`src/rtl/step_translator_if.sv`:
```
// rtl/step_translator_if.sv - MotorPhase broadcast bus shared by the translator and the phase drivers
interface step_translator_if;
  logic [4:0] addr_bus;
  logic       I0_bus;
  logic       I1_bus;
  logic       Phase_bus;

  modport master (output addr_bus, I0_bus, I1_bus, Phase_bus);
  modport slave  (input  addr_bus, I0_bus, I1_bus, Phase_bus);
endinterface

```
`src/rtl/step_translator.sv`:
```
// rtl/step_translator.sv - step/dir/microstep to A3988 phase-current writes for two steppers
module step_translator #(
  parameter logic [4:0] BASE_ADDR = 5'd0,
  parameter logic [4:0] IDLE_ADDR = 5'h1F,
  parameter logic [3:0] RESET_POS = 4'd2
) (
  input  logic                    clk,
  input  logic                    reset,
  input  logic [1:0]              step,
  input  logic [1:0]              dir,
  input  logic [1:0]              ms1,
  input  logic [1:0]              ms2,
  step_translator_if.master       bus,
  output logic [3:0]              pos0,
  output logic [3:0]              pos1,
  output logic                    busy
);

  typedef enum logic [2:0] {S_IDLE, S_M0A, S_M0B, S_M1A, S_M1B} state_t;

  logic [1:0] step_s1, step_s2, step_d;
  logic [1:0] dir_s1, dir_s2;
  logic [1:0] ms1_s1, ms1_s2;
  logic [1:0] ms2_s1, ms2_s2;
  logic [1:0] step_evt;

  logic [3:0] pos0_q, pos1_q;
  logic [1:0] dirty_q, dirty_clr;

  state_t     state_q, state_d;
  logic [3:0] snap_q, snap_d;
  logic [4:0] addr_q, addr_d;
  logic [1:0] lvl_q, lvl_d;
  logic       ph_q, ph_d;

  function automatic logic [3:0] next_pos(input logic [3:0] p, input logic d,
                                          input logic [1:0] ms);
    logic [3:0] inc;
    case (ms)
      2'b00:   inc = 4'd4;
      2'b01:   inc = 4'd2;
      default: inc = 4'd1;
    endcase
    return d ? p + inc : p - inc;
  endfunction

  // |cos| repeats every 8 positions; sin is cos shifted back by 4 positions.
  function automatic logic [1:0] cos_level(input logic [3:0] p);
    case (p[2:0])
      3'd0, 3'd1, 3'd7: return 2'b00;
      3'd2, 3'd6:       return 2'b01;
      3'd3, 3'd5:       return 2'b10;
      default:          return 2'b11;
    endcase
  endfunction

  function automatic logic cos_phase(input logic [3:0] p);
    return (p <= 4'd4) || (p >= 4'd12);
  endfunction

  function automatic logic sin_phase(input logic [3:0] p);
    return (p <= 4'd8);
  endfunction

  assign step_evt = step_s2 & ~step_d;

  always_ff @(posedge clk or negedge reset) begin
    if (!reset) begin
      step_s1 <= '0; step_s2 <= '0; step_d <= '0;
      dir_s1  <= '0; dir_s2  <= '0;
      ms1_s1  <= '0; ms1_s2  <= '0;
      ms2_s1  <= '0; ms2_s2  <= '0;
    end else begin
      step_s1 <= step;  step_s2 <= step_s1; step_d <= step_s2;
      dir_s1  <= dir;   dir_s2  <= dir_s1;
      ms1_s1  <= ms1;   ms1_s2  <= ms1_s1;
      ms2_s1  <= ms2;   ms2_s2  <= ms2_s1;
    end
  end

  always_ff @(posedge clk or negedge reset) begin
    if (!reset) begin
      pos0_q <= RESET_POS;
      pos1_q <= RESET_POS;
    end else begin
      if (step_evt[0]) pos0_q <= next_pos(pos0_q, dir_s2[0], {ms2_s2[0], ms1_s2[0]});
      if (step_evt[1]) pos1_q <= next_pos(pos1_q, dir_s2[1], {ms2_s2[1], ms1_s2[1]});
    end
  end

  assign dirty_clr = {state_d == S_M1A, state_d == S_M0A};

  // A step landing on the same edge as the clear keeps the flag set.
  always_ff @(posedge clk or negedge reset) begin
    if (!reset) dirty_q <= 2'b11;
    else        dirty_q <= (dirty_q & ~dirty_clr) | step_evt;
  end

  always_ff @(posedge clk or negedge reset) begin
    if (!reset) begin
      state_q <= S_IDLE;
      snap_q  <= RESET_POS;
      addr_q  <= IDLE_ADDR;
      lvl_q   <= 2'b11;
      ph_q    <= 1'b0;
    end else begin
      state_q <= state_d;
      snap_q  <= snap_d;
      addr_q  <= addr_d;
      lvl_q   <= lvl_d;
      ph_q    <= ph_d;
    end
  end

  always_comb begin
    state_d = state_q;
    case (state_q)
      S_IDLE: state_d = dirty_q[0] ? S_M0A : (dirty_q[1] ? S_M1A : S_IDLE);
      S_M0A:  state_d = S_M0B;
      S_M1A:  state_d = S_M1B;
      S_M0B:  state_d = dirty_q[1] ? S_M1A : (dirty_q[0] ? S_M0A : S_IDLE);
      S_M1B:  state_d = dirty_q[0] ? S_M0A : (dirty_q[1] ? S_M1A : S_IDLE);
      default: state_d = S_IDLE;
    endcase
  end

  // Bus registers are loaded from the upcoming state so the write appears on the entry edge.
  always_comb begin
    snap_d = snap_q;
    addr_d = IDLE_ADDR;
    lvl_d  = 2'b11;
    ph_d   = 1'b0;
    case (state_d)
      S_M0A: begin
        snap_d = pos0_q;
        addr_d = BASE_ADDR;
        lvl_d  = cos_level(pos0_q);
        ph_d   = cos_phase(pos0_q);
      end
      S_M0B: begin
        addr_d = BASE_ADDR + 5'd1;
        lvl_d  = cos_level(snap_q - 4'd4);
        ph_d   = sin_phase(snap_q);
      end
      S_M1A: begin
        snap_d = pos1_q;
        addr_d = BASE_ADDR + 5'd2;
        lvl_d  = cos_level(pos1_q);
        ph_d   = cos_phase(pos1_q);
      end
      S_M1B: begin
        addr_d = BASE_ADDR + 5'd3;
        lvl_d  = cos_level(snap_q - 4'd4);
        ph_d   = sin_phase(snap_q);
      end
      default: ;
    endcase
  end

  assign bus.addr_bus  = addr_q;
  assign bus.I1_bus    = lvl_q[1];
  assign bus.I0_bus    = lvl_q[0];
  assign bus.Phase_bus = ph_q;
  assign pos0          = pos0_q;
  assign pos1          = pos1_q;
  assign busy          = (state_q != S_IDLE);

endmodule

```
`src/flat_wrapper.sv`:
```
// flat-port wrapper written by rule: the top's interface ports become plain ports
module step_translator_flat 
#(
  parameter logic [4:0] BASE_ADDR = 5'd0,
  parameter logic [4:0] IDLE_ADDR = 5'h1F,
  parameter logic [3:0] RESET_POS = 4'd2
)
  (clk, reset, step, dir, ms1, ms2, pos0, pos1, busy, bus_addr_bus, bus_I0_bus, bus_I1_bus, bus_Phase_bus);
  step_translator_if bus_i ();
  input  logic clk;
  input  logic reset;
  input  logic [1:0] step;
  input  logic [1:0] dir;
  input  logic [1:0] ms1;
  input  logic [1:0] ms2;
  output logic [3:0] pos0;
  output logic [3:0] pos1;
  output logic busy;
  output wire logic [$bits(bus_i.addr_bus)-1:0] bus_addr_bus;
  output wire logic [$bits(bus_i.I0_bus)-1:0] bus_I0_bus;
  output wire logic [$bits(bus_i.I1_bus)-1:0] bus_I1_bus;
  output wire logic [$bits(bus_i.Phase_bus)-1:0] bus_Phase_bus;
  assign bus_addr_bus = bus_i.addr_bus;
  assign bus_I0_bus = bus_i.I0_bus;
  assign bus_I1_bus = bus_i.I1_bus;
  assign bus_Phase_bus = bus_i.Phase_bus;
  step_translator #(.BASE_ADDR(BASE_ADDR), .IDLE_ADDR(IDLE_ADDR), .RESET_POS(RESET_POS)) u_core (.clk(clk), .reset(reset), .step(step), .dir(dir), .ms1(ms1), .ms2(ms2), .bus(bus_i), .pos0(pos0), .pos1(pos1), .busy(busy));
endmodule
```
`config.mk`:
```
export PLATFORM = sky130hd
export DESIGN_NAME = step_translator_flat
export DESIGN_NICKNAME = d
export VERILOG_FILES = /design/src/rtl/step_translator_if.sv /design/src/rtl/step_translator.sv /design/src/flat_wrapper.sv
export SDC_FILE = /design/constraint.sdc
export NUM_CORES = 1
export LEC_CHECK = 0
export CORE_AREA = 8 8 81 83
export CTS_BUF_LIST = sky130_fd_sc_hd__clkbuf_8
export DETAILED_ROUTE_END_ITERATION = 6
export DIE_AREA = 0 0 89 91
export PLACE_DENSITY = 0.59
export SLEW_MARGIN = 0
export SYNTH_ARGS = -nofsm -noshare
export SYNTH_HDL_FRONTEND = slang
export SYNTH_SLANG_ARGS = --single-unit
export TNS_END_PERCENT = 10
```
`constraint.sdc`:
```
create_clock -name clk -period 1.75 [get_ports clk]
set_clock_uncertainty 0.05 [all_clocks]
set_input_delay 0.4375 -clock clk [delete_from_list [all_inputs] [get_ports clk]]
set_output_delay 0.4375 -clock clk [all_outputs]
set_load 0.005 [all_outputs]
```
==> results.md <==
- Status: complete, no violations
- Row cnt: 27
- Initial core utilization: 35.91%
- PortBufs: 26
- DRT antenna net count: 0
- Peak supply drop: 0.6474 mV
- Mapped Area: 1917 um2
- Final Max Slew Viols: 0
- Area Growth Syn to Fin: 31.07%
- CTS root buffer: clkbuf_8
- Delay-heaviest family, CP: simple AND/OR/NAND/NOR gates
- Most common cell in the netlist: dfrtp_1
- Worst Path Required: 1870 ps
- Crit end category: flip-flop
- Met2 wire length: 1.898 mm
- Crit path time final: 1718 ps
- Vias post-DR: 1484
- Seq/Total Area, Yosys: 54.18%
- FF-to-FF End: u_core.pos0[3]
- Synth Register Bits: 41
- Critical path's slowest cell: or4b_1
- Antenna Cells: 0
- Top Metal Used: met4
- YS warnings: 0
- Crit-path cells: o21ai_1 -> ha_1 -> or4b_1 -> o221ai_1 -> o211ai_1
- Fin nets: 241
- Most frequent cells after synthesis: 31 x dfrtp_1, 14 x nand2_1, 12 x o21ai_0, 10 x dfstp_2, 9 x nor2_1
- Min-delay worst type: input pin to asynchronous set/reset pin
- PwrDens: 1619 nW/um2
- Share of cells above drive strength 1: 24.11%
- Initial DRT Pass Iterations: 4
- Top FF cell, synth: dfrtp_1
- IO Pins: 27
- Worst r2r path cells: 5
- Syn_area_per_cell: 11.08 um2
- DRC viols: 0
- Capture point of the worst path: u_core.pos0[3]
- RSZ-0062 raised after global routing: true
- Final wirelength: 4.045 mm
- Final setup vio count: 0
- Initial antenna violation count: 0
- Max Root-Sink Buffers: 2
- GRT Overall Usage: 10.59%
- Post-synth net total: 191
- Post-synth cell types: 47
- Gate Count Post-Synth: 173
- Leading area contributor after synthesis: dfrtp_1
- Sinks on Clock Net: 41
- Clock latency on the worst-skew pair: 290 ps
- Die area: 8099 um2
- Setup TNS Final: 0 ps
- Yosys top cell area share: 40.47%
- First DRT Iteration DRCs: 70
- Final Cell Area: 2512 um2
- Die W: 89 um
- R2r setup slk: 30 ps
- Worst R2R Start: u_core.ms1_s2[0]
- Area after DPL: 2379 um2
- WL met3: 208 um
- Hpwl dp: 2.903 mm
- Cell count along the critical path: 5
- Worst Tran Pin Value: 390.1 ps
- Worst rel slew slack: 73.94%
- CTS tree: done
- Final Hold Vio Count: 0
- Crit Path Max Fanout: 2
- Worst Path Arrival: 1840 ps
- Final Wtd Congestion: 0.8223
- Wirelength per Cell: 13.67 um
- Fraction of registers with async set/reset: 100.0%
- Vias in the first global route: 1456
- Fin crit share: 98.19%
- GR Overflow Total: 0
- Crit path buf inv count: 0
- Kind of critical path: flip-flop to flip-flop
- Die Height: 91 um
- Largest net degree at the start of global routing: 42
- Crit. Startpoint: u_core.ms1_s2[0]
- CP max stage delay: 460 ps
- Met1 WL: 1.862 mm
- Routed vias/inst: 5.014
- Inserted Clock Buffers: 5
- Leak Pwr: 1.134 nW
- Max Cap Viol: 0
- Top cells by area, synth: dfrtp_1 40%, dfstp_2 14%, ha_1 3.9%
- Clock transition at path regs: 80 ps
- Number of synthesized flops with an enable pin: 0
- Hold-fix buffers, CTS: 0
- Setup crit start kind: flip-flop
- H-tree Lvls: 2
- Fmax: 581.9 MHz
- Core area: 5338 um2
- First-pass GRT wire length: 6.686 mm
-- worst reg2reg max path, delay by kind of cell (launching register included) --
family / cells / cell delay, ps
flops: 1 / 380
fa+ha+maj: 1 / 250
simple gates: 1 / 460
compound gates: 3 / 460
-- cell type report --
type | instances | area [um2]
clock buffer | 7 | 96.34
sequential | 41 | 1041
clock inverter | 1 | 5.005
tap | 72 | 90.09
fill | 526 | 2825
timing repair buffer | 49 | 426.7
inverter | 7 | 26.28
multi-input combinational | 119 | 827.0
-- placed cells by master (no fill, tap or decap), types with 4 or more instances in the layout --
cell type | synthesis | final
nand4_1 | 5 | 5
buf_4 | 2 | 21
clkdlybuf4s50_1 | 0 | 11
clkbuf_8 | 0 | 7
nand2b_1 | 4 | 4
dfrtp_1 | 31 | 29
nor2b_1 | 8 | 8
dlygate4sd2_1 | 0 | 12
dfstp_2 | 10 | 10
o2111ai_1 | 4 | 4
a21oi_1 | 8 | 7
nor2_1 | 9 | 9
nand2_1 | 14 | 14
o21ai_0 | 12 | 10
nand3_1 | 6 | 6
inv_1 | 7 | 7
ha_1 | 6 | 5
-- where the power goes --
| part | switching [mW] | total, mW | internal [mW] |
|---|---|---|---|
| sequential | 0.204 | 1.51 | 1.30 |
| clock | 0.312 | 0.668 | 0.356 |
| combinational | 0.926 | 1.89 | 0.965 |
-- sequential cells by signal, indices dropped and copies added, names as in the netlist, 3 cells and up --
register and count:
u_core.bus.addr_bus 3, u_core.state_q 3, u_core.pos0 4, u_core.pos1 4
u_core.snap_q 4
-- worst min path at each step --
| stage | endpoint | cells past startpoint | startpoint |
|---|---|---|---|
| after floorplan | u_core.bus.Phase_bus | 0 | reset |
| after global placement | u_core.dir_s2[1] | 0 | u_core.dir_s1[1] |
| after detailed placement | u_core.dir_s2[0] | 0 | u_core.dir_s1[0] |
| after CTS | u_core.snap_q[3] | 2 | reset |
| after global routing | u_core.bus.Phase_bus | 2 | reset |
| final | u_core.snap_q[3] | 2 | reset |
-- stage by stage --
stage                     utilization, %  setup WS [ps]  power (mW)  hold slack [ps]  std cells
after floorplan                        -         -16.35       2.561            91.91        173
after global placement             44.56          49.31       3.423            282.2        283
after detailed placement           44.56          55.05       3.450            284.7        283
after CTS                          46.44          2.092       4.096            50.26        292
after global routing               47.07         -46.05       4.389            65.36        296
final                              47.07          31.62       4.068            50.94        296
-- cell families after synthesis --
| kind of cell | Yosys count | share of synthesized area (%) |
|---|---|---|
| compound gates | 44 | 15.93 |
| xor+xnor | 2 | 0.9140 |
| fa+ha+maj | 8 | 6.005 |
| buf+inv | 13 | 3.002 |
| flops | 41 | 54.18 |
| mux | 2 | 1.044 |
| simple gates | 63 | 18.93 |
-- metal layers --
| metal | vias up | GRT usage (%) |
|---|---|---|
| met2 | 30 | 16.45 |
| met5 | - | 0 |
| li1 | 731 | - |
| met1 | 716 | 13.23 |
| met3 | 7 | 2.793 |
| met4 | 0 | 4.993 |
-- repair_timing --
action	in CTS	in global routing
resized for setup	17	5
endpoints found under the setup margin	15	5
setup buffers	1	4
Power figures use the tool's default switching activity.
